[src/rtl/paicore_pkg.sv]
// Shared types for the PAICORE multi-channel sender: channel FSM states and
// the words-per-beat helper used to size per-channel word counters.
package paicore_pkg;

  typedef enum logic [1:0] {
    CH_IDLE = 2'd0,
    CH_REQ  = 2'd1,
    CH_REL  = 2'd2
  } ch_state_e;

  function automatic int words_per_beat(input int dw, input int pw);
    return dw / pw;
  endfunction

endpackage

[src/rtl/paicore_send_ch.sv]
// One four-phase request/acknowledge channel: holds a beat and sends it MSW first.
// Optional acknowledge watchdog enabled by PAICORE_SEND_TIMEOUT_EN.
module paicore_send_ch
  import paicore_pkg::*;
#(
  parameter int DATA_WIDTH  = 64,
  parameter int PW          = 32,
  parameter int TIMEOUT_CYC = 1024
) (
  input  logic                  clk,
  input  logic                  rst,
  input  logic                  load_i,
  input  logic [DATA_WIDTH-1:0] beat_i,
  input  logic                  ack_s_i,
  output logic                  req_o,
  output logic [PW-1:0]         dout_o,
  output logic                  idle_o,
  output logic                  tmo_o
);

  localparam int WPB = words_per_beat(DATA_WIDTH, PW);
  localparam int WCW = (WPB > 1) ? $clog2(WPB) : 1;

  ch_state_e             state_q, state_d;
  logic [DATA_WIDTH-1:0] beat_q, beat_d;
  logic [WCW-1:0]        wcnt_q, wcnt_d;
  logic                  tmo_fire;

`ifdef PAICORE_SEND_TIMEOUT_EN
  // Counts cycles spent in the current handshake phase; restarts on every transition.
  logic [31:0] wd_q, wd_d;
  assign tmo_fire = (state_q != CH_IDLE) && (wd_q == 32'(TIMEOUT_CYC - 1));
  always_comb wd_d = (state_q == CH_IDLE || state_d != state_q) ? '0 : wd_q + 32'd1;
  always_ff @(posedge clk) begin
    if (rst) wd_q <= '0;
    else     wd_q <= wd_d;
  end
`else
  assign tmo_fire = 1'b0;
`endif

  always_ff @(posedge clk) begin
    if (rst) begin
      state_q <= CH_IDLE;
      beat_q  <= '0;
      wcnt_q  <= '0;
    end else begin
      state_q <= state_d;
      beat_q  <= beat_d;
      wcnt_q  <= wcnt_d;
    end
  end

  always_comb begin
    state_d = state_q;
    beat_d  = beat_q;
    wcnt_d  = wcnt_q;
    case (state_q)
      CH_IDLE: if (load_i) begin
        beat_d  = beat_i;
        wcnt_d  = '0;
        state_d = CH_REQ;
      end
      CH_REQ: if (ack_s_i) state_d = CH_REL;
      CH_REL: if (!ack_s_i) begin
        if (wcnt_q == WCW'(WPB - 1)) begin
          state_d = CH_IDLE;
        end else begin
          // Next word moves into the top slot that drives dout.
          beat_d  = beat_q << PW;
          wcnt_d  = wcnt_q + WCW'(1);
          state_d = CH_REQ;
        end
      end
      default: state_d = CH_IDLE;
    endcase
    if (tmo_fire) state_d = CH_IDLE;
  end

  always_comb begin
    req_o  = (state_q == CH_REQ);
    idle_o = (state_q == CH_IDLE);
    dout_o = beat_q[DATA_WIDTH-1 -: PW];
    tmo_o  = tmo_fire;
  end

endmodule

[src/rtl/paicore_send_mc.sv]
// AXI-Stream to CH-way four-phase handshake sender with round-robin beat dispatch.
// Define PAICORE_SEND_TIMEOUT_EN to enable per-channel ack watchdog and err flags.
module paicore_send_mc
  import paicore_pkg::*;
#(
  parameter int CH          = 4,
  parameter int DATA_WIDTH  = 64,
  parameter int PW          = 32,
  parameter int TIMEOUT_CYC = 1024
) (
  input  logic                  clk,
  input  logic                  rst,
  input  logic [CH-1:0]         ch_mask,
  input  logic [31:0]           send_len,
  input  logic                  i_clr,
  input  logic [DATA_WIDTH-1:0] s_axis_tdata,
  input  logic                  s_axis_tvalid,
  input  logic                  s_axis_tlast,
  output logic                  s_axis_tready,
  output logic [CH-1:0]         request,
  output logic [CH*PW-1:0]      dout,
  input  logic [CH-1:0]         acknowledge,
  output logic [31:0]           data_cnt,
  output logic [31:0]           tlast_cnt,
  output logic                  o_tx_done,
  output logic [CH-1:0]         err
);

  localparam int PTR_W = (CH > 1) ? $clog2(CH) : 1;

  // Nearest set mask bit strictly after 'from', wrapping; 'from' itself is the last resort.
  function automatic logic [PTR_W-1:0] next_set(input logic [CH-1:0] m, input logic [PTR_W-1:0] from);
    int idx;
    next_set = from;
    for (int k = CH; k >= 1; k--) begin
      idx = (int'(from) + k) % CH;
      if (m[idx]) next_set = PTR_W'(idx);
    end
  endfunction

  logic [CH-1:0]    ack_m_q, ack_s_q, idle, tmo;
  logic [PTR_W-1:0] ptr_q, ptr_d;
  logic [31:0]      data_cnt_q, tlast_cnt_q;
  logic             fired_q, done_q, done_d, accept;

  assign s_axis_tready = !rst && (|ch_mask) && ch_mask[ptr_q] && idle[ptr_q];
  assign accept        = s_axis_tvalid && s_axis_tready;

  always_comb begin
    ptr_d = ptr_q;
    if (accept || ((|ch_mask) && !ch_mask[ptr_q])) ptr_d = next_set(ch_mask, ptr_q);
  end

  assign done_d = !fired_q && !i_clr && (send_len != 32'd0) && (data_cnt_q == send_len) && (&idle);

  always_ff @(posedge clk) begin
    if (rst) begin
      ack_m_q     <= '0;
      ack_s_q     <= '0;
      ptr_q       <= next_set(ch_mask, PTR_W'(CH - 1));
      data_cnt_q  <= '0;
      tlast_cnt_q <= '0;
      fired_q     <= 1'b0;
      done_q      <= 1'b0;
    end else begin
      ack_m_q <= acknowledge;
      ack_s_q <= ack_m_q;
      ptr_q   <= ptr_d;
      if (i_clr) begin
        data_cnt_q  <= {31'd0, accept};
        tlast_cnt_q <= {31'd0, accept && s_axis_tlast};
      end else begin
        if (accept)                 data_cnt_q  <= data_cnt_q + 32'd1;
        if (accept && s_axis_tlast) tlast_cnt_q <= tlast_cnt_q + 32'd1;
      end
      fired_q <= i_clr ? 1'b0 : (fired_q | done_d);
      done_q  <= done_d;
    end
  end

  for (genvar g = 0; g < CH; g++) begin : g_ch
    paicore_send_ch #(
      .DATA_WIDTH (DATA_WIDTH),
      .PW         (PW),
      .TIMEOUT_CYC(TIMEOUT_CYC)
    ) u_ch (
      .clk    (clk),
      .rst    (rst),
      .load_i (accept && (ptr_q == PTR_W'(g))),
      .beat_i (s_axis_tdata),
      .ack_s_i(ack_s_q[g]),
      .req_o  (request[g]),
      .dout_o (dout[g*PW +: PW]),
      .idle_o (idle[g]),
      .tmo_o  (tmo[g])
    );
  end

`ifdef PAICORE_SEND_TIMEOUT_EN
  logic [CH-1:0] err_q;
  always_ff @(posedge clk) begin
    if (rst)        err_q <= '0;
    else if (i_clr) err_q <= tmo;
    else            err_q <= err_q | tmo;
  end
  assign err = err_q;
`else
  logic unused_tmo;
  assign unused_tmo = |tmo;
  assign err        = '0;
`endif

  assign data_cnt  = data_cnt_q;
  assign tlast_cnt = tlast_cnt_q;
  assign o_tx_done = done_q;

endmodule

[config.mk]
export PLATFORM = sky130hd
export DESIGN_NAME = paicore_send_mc
export DESIGN_NICKNAME = d
export VERILOG_FILES = /design/src/rtl/paicore_pkg.sv /design/src/rtl/paicore_send_ch.sv /design/src/rtl/paicore_send_mc.sv
export SDC_FILE = /design/constraint.sdc
export NUM_CORES = 1
export LEC_CHECK = 0
export ABC_CLOCK_PERIOD_IN_PS = 4080
export CAP_MARGIN = 20
export CORE_UTILIZATION = 30
export CTS_CLUSTER_SIZE = 8
export DETAILED_ROUTE_END_ITERATION = 10
export PLACE_DENSITY = 0.59
export SLEW_MARGIN = 0
export SYNTH_ARGS = -nofsm -noshare
export SYNTH_HDL_FRONTEND = slang
export SYNTH_SLANG_ARGS = --single-unit
[constraint.sdc]
create_clock -name clk -period 4.08 [get_ports clk]
set_input_delay 1.224 -clock clk [delete_from_list [all_inputs] [get_ports clk]]
set_output_delay 1.224 -clock clk [all_outputs]
set_load 0.05 [all_outputs]
==> flow_metrics.py <==
metrics = {
    "global_route": {
        "grtUsageTotal_pct": 18.77,
        "grt_start_max_net_pins": 157,
        "grt-ovfl-total": 0,
        "grt_pass1_wl_um": 73990,
        "grt_pass1_vias": 12240,
        "grt_antenna_before_repair": 2,
    },
    "floorplan": {
        "start_util_pct": 30.45,
        "die_h_um": 227.7,
        "die_w_um": 227.7,
        "rows": 82,
        "fp.coreArea_mm2": 0.05017,
        "ioPinCount": 311,
        "die-area_mm2": 0.05183,
    },
    "clock_tree": {
        "tritoncts": "done",
        "clock_sinks": 344,
        "hold_buffers": 0,
        "cts_setup_buffers": 0,
        "htree_num_levels": 2,
        "cts_max_path_buffers": 3,
        "cts_resized": 0,
        "clkTransAtPathRegs_ps": 50,
        "clockRootBuffer": "clkbuf_16",
        "numCtsBuffers": 50,
        "clk_latency_ps": 580,
    },
    "logic_synthesis": {
        "synth_flop_cell": "dfxtp_1",
        "netlist_area_mm2": 0.01528,
        "synthArstFlopShare_pct": 0,
        "yosys_warnings": 0,
        "synth_seq_cells": 344,
        "synth.yosys.seq_area_share_pct": 45.21,
        "synth_edf_count": 2,
        "syn_avg_cell_area_um2": 9.706,
        "synth.distinct_cells": 54,
        "syn_inst": 1574,
    },
    "run": {
        "cap_violations": 0,
    },
    "timing": {
        "fin_skew_ps": 17.69,
        "rsz0062_at_grt": "false",
        "final.setup.tns_ps": 0,
        "setup_viol": 0,
        "tightest_slew_ps": 849.5,
        "fin_crit_ps": 3918,
        "relSlewSlack_pct": 42.84,
        "post-route-period-util_pct": 96.04,
        "timing.fmax_mhz": 255.2,
        "drv_slew": 0,
        "timing_hold_violations_final": 0,
    },
    "placed_design": {
        "gp_congestion": 0.8012,
        "place_hpwl_um": 33720,
        "portBuffers": 306,
    },
    "power_and_ir_drop": {
        "power_leakage_uw": 0.006727,
        "power_uw": 9656,
        "ir_drop_mv": 0.2954,
        "power.density_mw_per_mm2": 493.4,
    },
    "layout": {
        "syn_to_final_growth_pct": 28.09,
        "final_cell_mix": "339 x dfxtp_1, 304 x clkdlybuf4s50_1, 133 x mux2i_1",
        "fin_nets": 1844,
        "final_layout_size_suffix_gt1_share_pct": 7.830,
        "final_common_cell": "dfxtp_1",
    },
    "detailed_routing": {
        "first_pass_iters": 5,
        "drt-total-wl_um": 49920,
        "vias": 12570,
        "vias_per_cell": 5.216,
        "dr.first_iter.drc_count": 874,
        "final_antenna_net_count": 0,
        "post-route-drc-count": 0,
        "wl_per_cell_um": 20.71,
    },
    "setup_path": {
        "crit_type": "in -> out",
        "crit_fanout": 3,
        "path_cells": "clkdlybuf4s50_1 -> or4_1 -> nand3_1 -> buf_4 -> nor2_4 -> buf_12",
        "slowest_stage": "or4_1",
        "crit_arrival_ps": 2690,
        "max_stage_delay_ps": 550,
        "end_kind": "primary output",
        "worst_setup_path_start_kind": "primary input",
        "cp.required_ps": 2860,
        "crit_buf_inv": 3,
        "crit_family": "buffers and inverters",
    },
    "run_status": {
        "status": "finished, final reports clean",
    },
    "worst_hold_path": {
        "worstHoldPathType": "reg -> reg",
    },
}
-- Yosys cell counts, types with 32 or more instances --
| cell type | instances | area, um2 |
|---|---|---|
| nor2_1 | 110 | 412.9 |
| xor2_1 | 40 | 350.3 |
| nor3_1 | 47 | 235.2 |
| a22o_1 | 128 | 1121 |
| o21ai_0 | 32 | 160.2 |
| buf_4 | 142 | 1066 |
| nor4_1 | 35 | 219.0 |
| mux2i_1 | 133 | 1331 |
| clkbuf_1 | 76 | 285.3 |
| dfxtp_1 | 342 | 6847 |
| a211oi_1 | 128 | 960.9 |
| a21oi_1 | 72 | 360.4 |
-- flip-flops by register name, summed over array words and instances, names as in the netlist --
signal and flops:
ack_m_q 4, ack_s_q 4, data_cnt 32, fired_q 1, g_ch.u_ch.beat_q 256, g_ch.u_ch.state_q 8, g_ch.u_ch.wcnt_q 4, o_tx_done 1
ptr_q 2, tlast_cnt 32
-- stage by stage --
step	hold slack (ps)	util [%]	cells	cell area (um2)	setup slack (ps)
5_1_grt	459.1	39.00	2410	19570	77.39
4_1_cts	438.4	39.00	2409	19570	123.6
3_3_place_gp	427.9	36.26	2349	18190	113.5
2_1_floorplan	413.8	-	1577	15300	133.3
6_report	433.2	39.00	2410	19570	161.7
3_5_place_dp	426.6	36.26	2349	18190	113.8
-- path summary, 6_finish.rpt --
check / slack (ps) / startpoint / cells past startpoint / to
setup / recovery: 160 / ch_mask[3] / 6 / s_axis_tready
hold / removal: 430 / ack_m_q[2] / 1 / ack_s_q[2]
setup reg to reg: 1080 / ptr_q[0] / 5 / g_ch[2].u_ch.beat_q[44]
hold reg to reg: 430 / ack_m_q[2] / 1 / ack_s_q[2]
-- routing by layer --
layer  GRT usage (%)  share of wire (%)
met5               0              0.024
met4           5.434                2.2
met3           4.692                6.7
met2           31.15                 47
met1           23.99                 44
-- cells by family after synthesis --
logic type,count (synthesis),share of synthesized area [%]
AO/OA/AOI/OAI,387,18.62
AND/OR/NAND/NOR,374,12.82
flip-flops,344,45.21
buffers and inverters,267,10.29
multiplexers,137,9.230
XOR/XNOR,58,3.325
adder cells (fa/ha/maj),6,0.4914
other,1,0.02455
-- area by class of cell --
class	instances	area, um2
fill	4840	30600
sequential	344	6910
multi-input combinational	966	6897
timing repair buffer	350	3480
clock buffer	55	1300
tap	672	840.8
clock inverter	5	75.07
inverter	17	63.81
antenna	1	2.502
-- where the power goes --
group          switching (uW)  internal [uW]  total [uW]
registers                 188           3660        3850
logic                    1320            765        2080
clock network            1490           2230        3720
total                    3000           6660        9660
Power figures use the tool's default switching activity.
